### src/rtl/wormhole_pkg.sv
// Shared types and screen defaults for the wormhole teleport controller.
package wormhole_pkg;

   localparam int SCREEN_W_DEFAULT = 640;
   localparam int SCREEN_H_DEFAULT = 480;

   typedef logic signed [10:0] coord_t;

   typedef enum logic [1:0] {
      ST_IDLE,
      ST_REQUEST,
      ST_COOLDOWN
   } state_t;

endpackage

### src/rtl/wormhole_teleport_ctrl_if.sv
// Frame/pixel inputs and teleport handshake of the wormhole teleport controller.
// Optional cheat-exit signals exist only when WORMHOLE_CHEAT_EN is defined.
interface wormhole_teleport_ctrl_if;
   import wormhole_pkg::*;

   logic   startOfFrame;
   logic   shipDrawingRequest;
   logic   wormhole1DrawingRequest;
   logic   wormhole2DrawingRequest;
   coord_t wormhole1TopLeftX;
   coord_t wormhole1TopLeftY;
   coord_t wormhole2TopLeftX;
   coord_t wormhole2TopLeftY;
   logic   teleportAck;
   logic   teleportReq;
   coord_t teleportX;
   coord_t teleportY;
   logic   cooldownActive;
`ifdef WORMHOLE_CHEAT_EN
   logic   wormholeCheat;
   coord_t cheatTopLeftX;
   coord_t cheatTopLeftY;

   modport master (
      output startOfFrame, shipDrawingRequest, wormhole1DrawingRequest, wormhole2DrawingRequest,
      output wormhole1TopLeftX, wormhole1TopLeftY, wormhole2TopLeftX, wormhole2TopLeftY,
      output teleportAck, wormholeCheat, cheatTopLeftX, cheatTopLeftY,
      input  teleportReq, teleportX, teleportY, cooldownActive
   );
   modport slave (
      input  startOfFrame, shipDrawingRequest, wormhole1DrawingRequest, wormhole2DrawingRequest,
      input  wormhole1TopLeftX, wormhole1TopLeftY, wormhole2TopLeftX, wormhole2TopLeftY,
      input  teleportAck, wormholeCheat, cheatTopLeftX, cheatTopLeftY,
      output teleportReq, teleportX, teleportY, cooldownActive
   );
`else
   modport master (
      output startOfFrame, shipDrawingRequest, wormhole1DrawingRequest, wormhole2DrawingRequest,
      output wormhole1TopLeftX, wormhole1TopLeftY, wormhole2TopLeftX, wormhole2TopLeftY,
      output teleportAck,
      input  teleportReq, teleportX, teleportY, cooldownActive
   );
   modport slave (
      input  startOfFrame, shipDrawingRequest, wormhole1DrawingRequest, wormhole2DrawingRequest,
      input  wormhole1TopLeftX, wormhole1TopLeftY, wormhole2TopLeftX, wormhole2TopLeftY,
      input  teleportAck,
      output teleportReq, teleportX, teleportY, cooldownActive
   );
`endif

endinterface

### src/rtl/wormhole_clamp.sv
// Combinational exit-position adder: base + offset in 12-bit signed, clamped to the screen.
module wormhole_clamp
   import wormhole_pkg::*;
#(
   parameter int OFFSET_X = 40,
   parameter int OFFSET_Y = 0,
   parameter int SCREEN_W = SCREEN_W_DEFAULT,
   parameter int SCREEN_H = SCREEN_H_DEFAULT
) (
   input  coord_t base_x,
   input  coord_t base_y,
   output coord_t dest_x,
   output coord_t dest_y
);

   localparam logic signed [11:0] OFF_X = 12'(OFFSET_X);
   localparam logic signed [11:0] OFF_Y = 12'(OFFSET_Y);
   localparam logic signed [11:0] MAX_X = 12'(SCREEN_W - 1);
   localparam logic signed [11:0] MAX_Y = 12'(SCREEN_H - 1);

   logic signed [11:0] sum_x;
   logic signed [11:0] sum_y;

   // Sign-extend by one bit so base+offset cannot overflow before clamping
   assign sum_x = $signed({base_x[10], base_x}) + OFF_X;
   assign sum_y = $signed({base_y[10], base_y}) + OFF_Y;

   always_comb begin
      dest_x = coord_t'(sum_x[10:0]);
      dest_y = coord_t'(sum_y[10:0]);
      if (sum_x[11]) begin
         dest_x = '0;
      end else if (sum_x > MAX_X) begin
         dest_x = coord_t'(MAX_X[10:0]);
      end
      if (sum_y[11]) begin
         dest_y = '0;
      end else if (sum_y > MAX_Y) begin
         dest_y = coord_t'(MAX_Y[10:0]);
      end
   end

endmodule

### src/rtl/wormhole_teleport_ctrl.sv
// Detects ship/wormhole overlap per frame, requests a teleport to the opposite wormhole, then cools down.
// Optional feature macro: WORMHOLE_CHEAT_EN (cheat exit position for wormhole1 entries).
module wormhole_teleport_ctrl
   import wormhole_pkg::*;
#(
   parameter int COOLDOWN_FRAMES = 60,
   parameter int EXIT_OFFSET_X   = 40,
   parameter int EXIT_OFFSET_Y   = 0,
   parameter int SCREEN_W        = SCREEN_W_DEFAULT,
   parameter int SCREEN_H        = SCREEN_H_DEFAULT
) (
   input logic clk,
   input logic resetN,
   wormhole_teleport_ctrl_if.slave bus
);

   localparam int CNT_W = (COOLDOWN_FRAMES < 1) ? 1 : $clog2(COOLDOWN_FRAMES + 1);
   localparam logic [CNT_W-1:0] CNT_LOAD = CNT_W'(COOLDOWN_FRAMES);

   state_t           state_q, state_d;
   logic             hit1_q, hit1_d;
   logic             hit2_q, hit2_d;
   logic [CNT_W-1:0] cnt_q, cnt_d;
   coord_t           tx_q, tx_d;
   coord_t           ty_q, ty_d;
   coord_t           base_x, base_y;
   coord_t           clamp_x, clamp_y;
   logic             ovl1, ovl2;

   assign ovl1 = bus.shipDrawingRequest & bus.wormhole1DrawingRequest;
   assign ovl2 = bus.shipDrawingRequest & bus.wormhole2DrawingRequest;

   // Entering wormhole1 exits at wormhole2 and vice versa; wormhole1 wins ties
   always_comb begin
      base_x = bus.wormhole1TopLeftX;
      base_y = bus.wormhole1TopLeftY;
      if (hit1_q) begin
`ifdef WORMHOLE_CHEAT_EN
         if (bus.wormholeCheat) begin
            base_x = bus.cheatTopLeftX;
            base_y = bus.cheatTopLeftY;
         end else begin
            base_x = bus.wormhole2TopLeftX;
            base_y = bus.wormhole2TopLeftY;
         end
`else
         base_x = bus.wormhole2TopLeftX;
         base_y = bus.wormhole2TopLeftY;
`endif
      end
   end

   wormhole_clamp #(
      .OFFSET_X (EXIT_OFFSET_X),
      .OFFSET_Y (EXIT_OFFSET_Y),
      .SCREEN_W (SCREEN_W),
      .SCREEN_H (SCREEN_H)
   ) u_clamp (
      .base_x (base_x),
      .base_y (base_y),
      .dest_x (clamp_x),
      .dest_y (clamp_y)
   );

   always_comb begin
      state_d = state_q;
      hit1_d  = hit1_q | ovl1;
      hit2_d  = hit2_q | ovl2;
      cnt_d   = cnt_q;
      tx_d    = tx_q;
      ty_d    = ty_q;
      case (state_q)
         ST_IDLE: begin
            if (bus.startOfFrame) begin
               // Overlap seen on the frame-start cycle belongs to the new frame
               hit1_d = ovl1;
               hit2_d = ovl2;
               if (hit1_q || hit2_q) begin
                  state_d = ST_REQUEST;
                  tx_d    = clamp_x;
                  ty_d    = clamp_y;
               end
            end
         end
         ST_REQUEST: begin
            hit1_d = 1'b0;
            hit2_d = 1'b0;
            if (bus.teleportAck) begin
               state_d = ST_COOLDOWN;
               cnt_d   = CNT_LOAD;
            end
         end
         ST_COOLDOWN: begin
            hit1_d = 1'b0;
            hit2_d = 1'b0;
            if (bus.startOfFrame) begin
               if (cnt_q == '0) begin
                  state_d = ST_IDLE;
               end else begin
                  cnt_d = cnt_q - CNT_W'(1);
               end
            end
         end
         default: begin
            state_d = ST_IDLE;
            hit1_d  = 1'b0;
            hit2_d  = 1'b0;
         end
      endcase
   end

   always_ff @(posedge clk or negedge resetN) begin
      if (!resetN) begin
         state_q <= ST_IDLE;
         hit1_q  <= 1'b0;
         hit2_q  <= 1'b0;
         cnt_q   <= '0;
         tx_q    <= '0;
         ty_q    <= '0;
      end else begin
         state_q <= state_d;
         hit1_q  <= hit1_d;
         hit2_q  <= hit2_d;
         cnt_q   <= cnt_d;
         tx_q    <= tx_d;
         ty_q    <= ty_d;
      end
   end

   assign bus.teleportReq    = (state_q == ST_REQUEST);
   assign bus.cooldownActive = (state_q == ST_COOLDOWN);
   assign bus.teleportX      = tx_q;
   assign bus.teleportY      = ty_q;

endmodule

### src/flat_wrapper.sv
// flat-port wrapper written by rule: the top's interface ports become plain ports
module wormhole_teleport_ctrl_flat import wormhole_pkg::*;
#(
   parameter int COOLDOWN_FRAMES = 60,
   parameter int EXIT_OFFSET_X   = 40,
   parameter int EXIT_OFFSET_Y   = 0,
   parameter int SCREEN_W        = SCREEN_W_DEFAULT,
   parameter int SCREEN_H        = SCREEN_H_DEFAULT
)
  (clk, resetN, bus_startOfFrame, bus_shipDrawingRequest, bus_wormhole1DrawingRequest, bus_wormhole2DrawingRequest, bus_wormhole1TopLeftX, bus_wormhole1TopLeftY, bus_wormhole2TopLeftX, bus_wormhole2TopLeftY, bus_teleportAck, bus_teleportReq, bus_teleportX, bus_teleportY, bus_cooldownActive);
  wormhole_teleport_ctrl_if bus_i ();
  input logic clk;
  input logic resetN;
  input wire logic [$bits(bus_i.startOfFrame)-1:0] bus_startOfFrame;
  input wire logic [$bits(bus_i.shipDrawingRequest)-1:0] bus_shipDrawingRequest;
  input wire logic [$bits(bus_i.wormhole1DrawingRequest)-1:0] bus_wormhole1DrawingRequest;
  input wire logic [$bits(bus_i.wormhole2DrawingRequest)-1:0] bus_wormhole2DrawingRequest;
  input wire logic [$bits(bus_i.wormhole1TopLeftX)-1:0] bus_wormhole1TopLeftX;
  input wire logic [$bits(bus_i.wormhole1TopLeftY)-1:0] bus_wormhole1TopLeftY;
  input wire logic [$bits(bus_i.wormhole2TopLeftX)-1:0] bus_wormhole2TopLeftX;
  input wire logic [$bits(bus_i.wormhole2TopLeftY)-1:0] bus_wormhole2TopLeftY;
  input wire logic [$bits(bus_i.teleportAck)-1:0] bus_teleportAck;
  output wire logic [$bits(bus_i.teleportReq)-1:0] bus_teleportReq;
  output wire logic [$bits(bus_i.teleportX)-1:0] bus_teleportX;
  output wire logic [$bits(bus_i.teleportY)-1:0] bus_teleportY;
  output wire logic [$bits(bus_i.cooldownActive)-1:0] bus_cooldownActive;
  assign bus_i.startOfFrame = bus_startOfFrame;
  assign bus_i.shipDrawingRequest = bus_shipDrawingRequest;
  assign bus_i.wormhole1DrawingRequest = bus_wormhole1DrawingRequest;
  assign bus_i.wormhole2DrawingRequest = bus_wormhole2DrawingRequest;
  assign bus_i.wormhole1TopLeftX = bus_wormhole1TopLeftX;
  assign bus_i.wormhole1TopLeftY = bus_wormhole1TopLeftY;
  assign bus_i.wormhole2TopLeftX = bus_wormhole2TopLeftX;
  assign bus_i.wormhole2TopLeftY = bus_wormhole2TopLeftY;
  assign bus_i.teleportAck = bus_teleportAck;
  assign bus_teleportReq = bus_i.teleportReq;
  assign bus_teleportX = bus_i.teleportX;
  assign bus_teleportY = bus_i.teleportY;
  assign bus_cooldownActive = bus_i.cooldownActive;
  wormhole_teleport_ctrl #(.COOLDOWN_FRAMES(COOLDOWN_FRAMES), .EXIT_OFFSET_X(EXIT_OFFSET_X), .EXIT_OFFSET_Y(EXIT_OFFSET_Y), .SCREEN_W(SCREEN_W), .SCREEN_H(SCREEN_H)) u_core (.clk(clk), .resetN(resetN), .bus(bus_i));
endmodule
### config.mk
export PLATFORM = sky130hd
export DESIGN_NAME = wormhole_teleport_ctrl_flat
export DESIGN_NICKNAME = d
export VERILOG_FILES = /design/src/rtl/wormhole_pkg.sv /design/src/rtl/wormhole_teleport_ctrl_if.sv /design/src/rtl/wormhole_clamp.sv /design/src/rtl/wormhole_teleport_ctrl.sv /design/src/flat_wrapper.sv
export SDC_FILE = /design/constraint.sdc
export NUM_CORES = 1
export LEC_CHECK = 0
export BUFFER_PORTS_ARGS = -buffer_cell sky130_fd_sc_hd__buf_2
export CORE_MARGIN = 3
export CORE_UTILIZATION = 35
export DETAILED_ROUTE_END_ITERATION = 16
export GPL_TIMING_DRIVEN = 0
export SYNTH_ARGS = -nofsm -noshare
export SYNTH_HDL_FRONTEND = slang
export SYNTH_SLANG_ARGS = --single-unit
### constraint.sdc
create_clock -name clk -period 3.4 [get_ports clk]
set_input_delay 0 -clock clk [delete_from_list [all_inputs] [get_ports clk]]
set_output_delay 0 -clock clk [all_outputs]
set_load 0.02 [all_outputs]
* After elaboration in Yosys (flattened, before gate mapping) *
Cells that the tools add are included.
W data, S select, Z words.

word-level totals
  input port bits = 51
  flip-flop bits (word level) = 32
  logic and storage cells = 49

cells by class
  multiplexer cells = 20
  bitwise operators = 4
  reductions and logical operators = 7
  equal/unequal tests = 8
  add/subtract/negate cells = 2
  order comparisons = 2

operators by type and width
  operator                 number
  $mux W11                 4
  $mux W10                 2
  $mux W6                  3
  $add A11 B7 Y12 const B  1
  $gt A12 B11 Y1 const B   1
  $pmux W6 S2              1
  $gt A11 B10 Y1 const B   1
  $mux W2                  5
  $ne A2 B2 Y1 const B     4
  $logic_not A6 Y1         1
  $pmux W2 S3              1
  $sub A6 B1 Y6 const B    1
  $reduce_and A5 Y1        1
  $mux W1                  4
  $ne A2 B1 Y1 const B     2
  $reduce_and A4 Y1        1
  $reduce_and A3 Y1        1
  $and A1 B1 Y1            2
  $eq A2 B1 Y1 const B     1
  $eq A2 B2 Y1 const B     1
  $logic_not A2 Y1         1
  $or A1 B1 Y1             2
  $reduce_bool A2 Y1       1
  $logic_or A1 B1 Y1       1

* Depth between registers and ports, before layout *
Gate-level depths: netlist of the first run.

  depth after elaboration = 5
  mapped depth = 10
  gate-level depth less buffers = 7

* Cells and area by module *
A second synthesis of the first run with hierarchy kept.

unflattened totals
  cell total of the unflattened synthesis = 202
  area total of the unflattened synthesis = 2093.3 sq um

modules (own cells, without submodules)
  module                  cells each  instances  area each (sq um)
  wormhole_teleport_ctrl  134         1          1690.4
  wormhole_clamp          68          1          402.9

* Worst setup path before layout of the first run *
OpenSTA, ideal clock, no wires.

  kind = reg2reg
  start point = register u_core.hit1_q
  end point = register u_core.tx_q[9] (netlist: u_core.bus.teleportX[9])
  buffers on the path = 3
  cell stages (with the launch flop) = 11
  setup time = 0.082 ns
  data required time = 3.318 ns
  clock period less this slack = 2.484 ns
  data arrival time = 2.402 ns
  path slack = 0.916 ns
  path through = dfrtp_1 > buf_6 > buf_4 > buf_2 > mux2_2 > ha_1 > o21ai_0 > o21a_2 > or3_4 > or3_1 > a31oi_1

between the ends
  word-level cells in the longest chain between the ends = 5

ends and longest elaborated chain
  element                   line                           RTL
  start: declaration        wormhole_teleport_ctrl.sv:21   logic hit1_q, hit1_d;
  start signal: assignment  wormhole_teleport_ctrl.sv:122  hit1_q <= hit1_d;
  $mux W11                  wormhole_teleport_ctrl.sv:37   if (hit1_q) begin
  $add A11 B7 Y12           wormhole_clamp.sv:25           assign sum_x = $signed({base_x[10], base_x}) + OFF_X;
  $gt A12 B11 Y1            wormhole_clamp.sv:33           end else if (sum_x > MAX_X) begin
  $mux W11                  wormhole_clamp.sv:33
  $mux W11                  wormhole_clamp.sv:31           if (sum_x[11]) begin
  end signal: assignment    wormhole_teleport_ctrl.sv:125  tx_q <= tx_d;
  end: declaration          wormhole_teleport_ctrl.sv:24   coord_t tx_q, tx_d;

Parallel ways exist; a longest one is shown, timed or not.
A chain may end at the register's enable or synchronous reset.

* Final worst setup path of the first run *
  start point = register u_core.hit1_q
  end point = register u_core.tx_q[5] (netlist: u_core.bus.teleportX[5])

The elaborated chain is that of the path after synthesis.

==> run metrics, run 1 <==
run status completed; Setup Viol. Count Final 0; CTS Buffer Depth 2; Seq/Total Area, Yosys 0.421; Tcrit/Tclk final 0.831; DR WL/cell 13.7 microns; ys async rst share 1.00; CP max FO 10; cts hold-fix bufs 1; Antenna diodes 0; TritonCTS Buffers 5; DIE WIDTH 78.6 microns; Die Span Y 78.6 microns; Tmin final 2.83 ns; Worst Hold Class input port to flop; Setup Fix Bufs, Post-CTS 0; Required @ worst endpoint 3.60 ns; gpl congestion 0.813; fin cells 339; Avg Inst Size Synth 9.70 sq um; Synth Flop Type dfrtp_1; GR Util All Layers 0.156; post-synthesis cell area 0.00184 sq mm; total chip power 0.00177 W; final hold viol count 0; number of global-route vias before repair 1649; Clock Root Buffer clkbuf_8; Finished Core Util 0.487; post-CTS sizing 0; vias 1740; row count 25; crit end category flop; unrepaired setup endpoints after global routing no; Seq cells post-synth 31; Syn Nets 244; die area 0.00617 sq mm; Leakage 1.10 nW; synth warn 0; Pwr Density 739 mW/mm^2; initial antenna violation count 0; routed vias/inst 5.13; Core Footprint 0.00491 sq mm; crit start category flop; TritonRoute pass-1 iters 4; DRT antenna net count 0; proportion of layout cells with a drive suffix above 1 0.364; # H-tree levels 2; EDFF count, synth 0; measured slew at the worst slew-check pin 0.699 ns; Peak supply drop 456 uV; Synth Instances 190; PortBufs 73; Worst slew margin 0.534; Distinct cells, synth 48; Post-DP HPWL 3620 microns; Worst Path Arrival 3.03 ns; initial drt markers 101; CTS tree built; Starting Density 0.375; first-pass GRT wire length 7780 microns; remaining global-route overflow 0; max_cap viols 0; Final nets 325; dpl cells 330; fillers 470; Ports 75; CTS Sinks 31; Area Overhead vs Synth 29.7%; Clock Latency Late Sink 0.29 ns; fmax 0.354 GHz; clk_skew 0.0135 ns; critical path class flop to flop; final WL 4630 microns; Final Max Slew Viols 0; CTS clk-pin slew, worst paths 0.07 ns; drt drc 0; Setup TNS 0 ns; pin count of the biggest net entering global routing 32
## layer usage
layer,part of all wire,track usage,up-vias,wire [microns]
met5,0,0,-,0
met4,0.0084,0.0367,0,39
met3,0.087,0.0367,6,403
met2,0.41,0.228,76,1900
met1,0.49,0.231,783,2290
li1,-,-,875,-
## worst max-delay path, stage by stage (launching register included)
cell and delay, ns:
dfrtp_1 0.40, buf_6 0.16, buf_4 0.20, buf_2 0.29
mux2_2 0.37, ha_1 0.23, o211ai_1 0.18, o21a_2 0.24
xor2_1 0.23, o211ai_2 0.20, a31oi_1 0.23
## sequential cells by signal, indices dropped and copies added (netlist names)
register / count
u_core.bus.teleportX: 11
u_core.bus.teleportY: 10
u_core.cnt_q: 6
u_core.state_q: 2
u_core.hit1_q: 1
u_core.hit2_q: 1
## cell usage after synthesis, types with 2 or more instances
master    number  share of area
xnor2_1        3          0.014
mux2i_1        8          0.043
and2_1         4          0.014
or3_1          2         0.0068
nor2_1        11          0.022
o21ai_0       15          0.041
a22o_1         2         0.0095
nor2b_1        2         0.0068
nor3_1         4          0.011
clkbuf_1       3         0.0061
nand3_1        3         0.0081
nand4_1        2         0.0068
o31ai_1        8          0.033
ha_1           3          0.020
xor2_1         6          0.029
a22oi_1        3          0.012
a31oi_1        8          0.027
buf_4          3          0.012
inv_1          5          0.010
a21oi_1        5          0.014
o211ai_1       3          0.012
o32ai_1        2         0.0095
mux2_2         6          0.037
o22ai_1        5          0.017
nand2_1       21          0.043
dfrtp_1       31           0.42
## final timing paths
kind,start,end,slack (ns),depth (start not counted)
min in group asynchronous,resetN,u_core.bus.teleportY[5]$_DFFE_PN0P_,0.31,2
max,u_core.hit1_q$_DFF_PN0_,u_core.bus.teleportX[5]$_DFFE_PN0P_,0.57,10
min reg2reg,u_core.bus.teleportY[6]$_DFFE_PN0P_,u_core.bus.teleportY[6]$_DFFE_PN0P_,0.48,2
min,bus_wormhole2DrawingRequest,u_core.hit2_q$_DFF_PN0_,0.02,3
max in group asynchronous,resetN,u_core.cnt_q[0]$_DFFE_PN0P_,2.64,2
max reg2reg,u_core.hit1_q$_DFF_PN0_,u_core.bus.teleportX[5]$_DFFE_PN0P_,0.57,10
## layout make-up
cell class | instances | area, sq um | area share
inverter | 5 | 18.8 | 0.00785
multi-input combinational | 146 | 998 | 0.418
tap | 67 | 83.8 | 0.0351
sequential | 31 | 776 | 0.324
clock buffer | 5 | 68.8 | 0.0288
clock inverter | 3 | 20.0 | 0.00837
buffer | 8 | 50.0 | 0.0209
timing repair buffer | 74 | 375 | 0.157
## where the power goes
part | leakage, nW | total (W) | internal, W | switching, W
logic | 0.681 | 0.000864 | 0.000341 | 0.000523
clock network | 0.0402 | 0.000288 | 0.000142 | 0.000145
registers | 0.380 | 0.000616 | 0.000520 | 0.0000957
## per-stage QoR
stage	instance area, sq um	worst slack (ns)	hold slack, ns
2_1_floorplan	1840	0.916	-0.296
3_3_place_gp	2290	0.621	0.0884
3_5_place_dp	2290	0.585	0.0993
4_1_cts	2390	0.570	0.0171
5_1_grt	2390	0.315	0.0270
6_report	2390	0.574	0.0207
## cell usage in the layout, fill, tap and decap left out, drive strengths merged, types with 4 or more instances in the layout
cell	instances
nand2	21
a21oi	5
xor2	6
buf	78
o31ai	8
dfrtp	31
mux2	6
o21ai	15
a31oi	8
mux2i	8
o22ai	5
inv	5
nor2	11
o211ai	4
clkbuf	8
nor3	4
and2	5
## cells by family (layout without fill, tap and decap cells)
logic type / Yosys count / in the layout / share of synthesized area
compound gates: 63 / 63 / 0.242
simple gates: 56 / 56 / 0.155
flops: 31 / 31 / 0.421
mux: 14 / 14 / 0.0801
buf+inv: 13 / 95 / 0.0373
xor+xnor: 9 / 9 / 0.0428
fa+ha+maj: 3 / 3 / 0.0204
other cells: 1 / 1 / 0.00203
Note: power is estimated with default switching activity, not from simulation.
==> run 2, diff against run 1 <==
Clock period 3.4 ns to 2.7 ns, I/O delays scaled along.
==> run metrics, run 2 (synthesized netlist as in run 1, its figures left out) <==
Reg2Reg Depth 9; final hold viol count 0; Critical Path Slowest Stage Cell dfrtp_1; Final Max Slew Viols 0; Hold EP u_core.hit2_q$_DFF_PN0_; area of the multi-input gates 0.00101 sq mm; DIE WIDTH 78.6 microns; TritonCTS Buffers 5; Tmin final 2.53 ns; R2R setup slack 0.17 ns; total chip power 0.00224 W; Clock Latency Late Sink 0.28 ns; Finished Core Util 0.490; Clock Root Buffer clkbuf_8; Final nets 324; CTS tree built; Pwr Density 931 mW/mm^2; CP max FO 19; drt drc 0; fillers 468; run status completed; metal3 WL 389 microns; pre-CTS setup slack -0.115 ns; critical path class flop to flop; first-pass GRT wire length 7700 microns; register area 776 sq um; Leakage 1.10 nW; gpl congestion 0.813; pin count of the biggest net entering global routing 32; max reg flops 11; Setup Viol. Count Final 0; commonest non-fill, non-tap cell in the layout buf_2; DR WL met2 1920 microns; crit start category flop; CTS Buffer Depth 2; Hold Crit Depth 3; Clock power frac 0.161; Peak supply drop 588 uV; initial antenna violation count 0; Tcrit/Tclk final 0.936; number of global-route vias before repair 1643; r2r startpoint u_core.hit1_q$_DFF_PN0_; crit end category flop; Worst Hold Class input port to flop; DRT antenna net count 0; Sequential Power Share 0.346; Ports 75; met1 WL 2260 microns; hold path start bus_wormhole2DrawingRequest; unrepaired setup endpoints after global routing no; highest metal used met4; switching share of power 0.433; CTS Sinks 31; PortBufs 73; max_cap viols 0; Starting Density 0.375; clk_skew 0.0131 ns; initial drt markers 119; switching pwr 0.000969 W; Worst slew margin 0.532; Post-DP HPWL 3620 microns; measured slew at the worst slew-check pin 0.702 ns; Area Overhead vs Synth 30.6%; most frequent cells in the layout buf_2, dfrtp_1, nand2_1; Required @ worst endpoint 2.88 ns; fmax 0.396 GHz; Critical Path Most Common Cell buf_6; Critical Path Start u_core.hit1_q$_DFF_PN0_; proportion of layout cells with a drive suffix above 1 0.365; die area 0.00617 sq mm; r2r endpoint u_core.bus.teleportX[8]$_DFFE_PN0P_; final WL 4610 microns; # H-tree levels 2; routed vias/inst 5.18; Final Worst Setup Slack 0.172 ns; Antenna diodes 0; row count 25; Int Pwr 0.00127 W; combinational power share 0.493; Die Span Y 78.6 microns; Worst Path Arrival 2.71 ns; vias 1752; Core Footprint 0.00491 sq mm; CP Cell Sequence buf_6 -> buf_6 -> mux2_2 -> ha_1 -> o211ai_1 -> o21a_2 -> o21ai_1 -> and2_2 -> o31ai_1; TritonRoute pass-1 iters 4; CTS clk-pin slew, worst paths 0.07 ns; GR Util All Layers 0.154; CP max stage delay 0.40 ns; DR WL/cell 13.6 microns; remaining global-route overflow 0
-- run 2: changes by cell type in the layout (fill, tap and decap cells not counted) --
cell      previous run  this run
xor2_1               6         5
o211ai_4             0         1
buf_4                3         2
buf_2               74        73
buf_6                1         2
o211ai_2             1         0
o21ai_0             15        14
o21ai_1              0         1
xor2_2               0         1
-- run 2: layout make-up --
| class | count | area share |
|---|---|---|
| clock buffer | 5 | 0.0286 |
| tap | 67 | 0.0348 |
| timing repair buffer | 74 | 0.156 |
| buffer | 7 | 0.0203 |
| sequential | 31 | 0.322 |
| multi-input combinational | 146 | 0.422 |
| clock inverter | 3 | 0.00832 |
| inverter | 5 | 0.00780 |
-- run 2: how the worst max path moves through the flow --
| stage | end |
|---|---|
| floorplan | u_core.bus.teleportX[9]$_DFFE_PN0P_ |
| global placement | u_core.bus.teleportX[5]$_DFFE_PN0P_ |
| detailed placement | u_core.bus.teleportX[1]$_DFFE_PN0P_ |
| CTS | u_core.bus.teleportX[3]$_DFFE_PN0P_ |
| global route | u_core.bus.teleportX[8]$_DFFE_PN0P_ |
| finish | u_core.bus.teleportX[8]$_DFFE_PN0P_ |
-- run 2: timing repair --
| action | 4_1_cts | 5_1_grt |
|---|---|---|
| gates resized for setup | 0 | 4 |
| endpoints found under the hold margin | 31 | 0 |
| pin swaps | 0 | 0 |
| endpoints found under the setup margin | 9 | 9 |
| setup buffers | 0 | 0 |
| hold buffers | 1 | 0 |
-- run 2: routing by layer --
layer,up-vias,GRT usage
met4,0,0.0367
met1,803,0.227
met5,-,0
li1,873,-
met3,6,0.0367
met2,70,0.225
-- run 2: critical path, delay by kind of cell (launching register included) --
family                     cells  cell delay (ns)
buffers and inverters          2             0.38
DFF                            1             0.40
AOI/OAI and AO/OA              4             0.82
muxes                          1             0.36
and+or+nand+nor                1             0.23
adders and majority gates      1             0.23
-- run 2: through the flow --
step / cells / area (sq um) / hold WS [ns] / TNS (ns)
6_report: 338 / 2410 / 0.0218 / 0
2_1_floorplan: 190 / 1840 / -0.296 / 0
5_1_grt: 338 / 2410 / 0.0270 / 0
3_5_place_dp: 330 / 2290 / 0.0993 / -0.697
4_1_cts: 338 / 2390 / 0.0171 / 0
3_3_place_gp: 330 / 2290 / 0.0884 / -0.400
-- run 2: power groups by stage --
stage	Combinational, W	Clock [W]	Sequential, W
2_1_floorplan	0.000609	0	0.000921
3_3_place_gp	0.00108	0	0.000781
3_5_place_dp	0.00110	0	0.000782
4_1_cts	0.00109	0.000375	0.000775
5_1_grt	0.00123	0.000397	0.000802
6_report	0.00111	0.000361	0.000774
==> run 3, diff against run 2 <==
Settings changed: CELL_PAD_IN_SITES_DETAIL_PLACEMENT set to 2, CELL_PAD_IN_SITES_GLOBAL_PLACEMENT set to 2, CORE_UTILIZATION 35 to 28, PLACE_DENSITY_LB_ADDON set to 0.1.
==> run metrics, run 3 (synthesized netlist as in run 1, its figures left out) <==
run status completed; Tmin final 2.56 ns; unrepaired setup endpoints after global routing yes; row count 28; Die Span Y 87.1 microns; switching pwr 0.00101 W; Setup Viol. Count Final 0; Final Max Slew Viols 0; CP max FO 19; commonest non-fill, non-tap cell in the layout buf_2; dpl cells 338; Worst Path Arrival 2.75 ns; CP max stage delay 0.41 ns; Final nets 324; PortBufs 73; fillers 719; die area 0.00759 sq mm; r2r startpoint u_core.hit1_q$_DFF_PN0_; proportion of layout cells with a drive suffix above 1 0.362; Ports 75; crit end category flop; critical path class flop to flop; remaining global-route overflow 0; Int Pwr 0.00127 W; most frequent cells in the layout buf_2, dfrtp_1, nand2_1; Setup TNS 0 ns; first-pass GRT wire length 9690 microns; CP Cell Sequence buf_6 -> buf_6 -> mux2_2 -> ha_1 -> o21ai_0 -> o21a_2 -> or3_4 -> or3_1 -> a31oi_1; pin count of the biggest net entering global routing 32; DIE WIDTH 87.1 microns; Leakage 1.10 nW; crit start category flop; Starting Density 0.301; Clock power frac 0.156; Clock Latency Late Sink 0.28 ns; DR WL/cell 17.2 microns; final hold viol count 0; CTS Sinks 31; CTS Buffer Depth 2; final WL 5950 microns; # H-tree levels 2; gpl congestion 0.741; Finished Core Util 0.392; area of the multi-input gates 0.00101 sq mm; CTS tree built; R2R setup slack 0.14 ns; fin cells 346; switching share of power 0.443; Worst Hold Class input port to flop; vias 1798; measured slew at the worst slew-check pin 0.714 ns; total chip power 0.00229 W; Pwr Density 951 mW/mm^2; initial drt markers 56; drt drc 0; GR Util All Layers 0.163; Sequential Power Share 0.342; register area 776 sq um; max reg flops 11; Critical Path Slowest Stage Cell dfrtp_1; initial antenna violation count 0; Post-DP HPWL 4810 microns; Tcrit/Tclk final 0.948; number of global-route vias before repair 1973; combinational power share 0.502; TritonCTS Buffers 5; Area Overhead vs Synth 30.4%; Required @ worst endpoint 2.89 ns; CP top delay family simple AND/OR/NAND/NOR gates; Peak supply drop 337 uV; Final Worst Setup Slack 0.141 ns; Critical Path Start u_core.hit1_q$_DFF_PN0_; Bufs and invs on worst path 2; routed vias/inst 5.20; hold path start bus_teleportAck; Core Footprint 0.00613 sq mm; CTS clk-pin slew, worst paths 0.07 ns; max_cap viols 0; pre-CTS setup slack -0.168 ns; Antenna diodes 0; Critical Path Most Common Cell buf_6; Worst slew margin 0.524; fmax 0.391 GHz; DRT antenna net count 0; clk_skew 0.00594 ns; Clock Root Buffer clkbuf_8; TritonRoute pass-1 iters 4
==> run 3: cell types whose count changed in the layout (fill, tap and decap cells not counted) <==
cell / delta
clkbuf_1: +1
o211ai_4: -1
clkinvlp_4: -1
o211ai_2: +1
==> run 3: worst reg2reg max path, cell delays in order (launching register included) <==
cell and delay [ns]:
dfrtp_1 0.41, buf_6 0.16, buf_6 0.18, mux2_2 0.26, ha_1 0.20, o21ai_0 0.09
o21a_2 0.27, or3_4 0.41, or3_1 0.31, a31oi_1 0.18
==> run 3: path summary, 6_finish.rpt <==
path                       cells after the start                                  end
hold / removal                                 3        u_core.state_q[0]$_DFFE_PN0P_
setup reg to reg                               9  u_core.bus.teleportX[9]$_DFFE_PN0P_
hold reg to reg                                2  u_core.bus.teleportY[3]$_DFFE_PN0P_
setup / recovery                               9  u_core.bus.teleportX[9]$_DFFE_PN0P_
max in group asynchronous                      2  u_core.bus.teleportY[8]$_DFFE_PN0P_
min in group asynchronous                      2  u_core.bus.teleportY[1]$_DFFE_PN0P_
==> run 3: area by class of cell <==
cell class / count / share of cell area
Buffer: 7 / 0.0203
Clock buffer: 6 / 0.0302
Clock inverter: 2 / 0.00521
Inverter: 5 / 0.00781
Multi-Input combinational cell: 146 / 0.419
Sequential cell: 31 / 0.323
Tap cell: 75 / 0.0390
Timing Repair Buffer: 74 / 0.156
==> run 3: metal layers <==
| layer | routed length (microns) | vias to the layer above | track usage |
|---|---|---|---|
| li1 | - | 864 | - |
| met1 | 2650 | 883 | 0.211 |
| met2 | 2930 | 46 | 0.282 |
| met3 | 335 | 5 | 0.0341 |
| met4 | 32 | 0 | 0.0293 |
| met5 | 0 | - | 0 |
==> run 3: power groups by stage <==
| stage | sequential [W] | combinational, W | clock [W] |
|---|---|---|---|
| global placement | 0.000786 | 0.00112 | 0 |
| finish | 0.000782 | 0.00115 | 0.000357 |
| detailed placement | 0.000794 | 0.00116 | 0 |
| CTS | 0.000786 | 0.00116 | 0.000377 |
| floorplan | 0.000921 | 0.000609 | 0 |
| global route | 0.000805 | 0.00127 | 0.000399 |
==> run 3: repair_timing <==
action	CTS	global route
pin swaps	0	0
hold buffers	1	0
endpoints found under the setup margin	10	9
buffers inserted	0	0
gates resized for setup	0	3
endpoints found under the hold margin	31	0
==> run 3: through the flow <==
step / cell area [sq um] / hold WS [ns]
after floorplan: 1840 / -0.296
after global placement: 2300 / 0.100
after detailed placement: 2300 / 0.110
after CTS: 2390 / 0.0153
after global routing: 2400 / 0.0325
final: 2400 / 0.0197
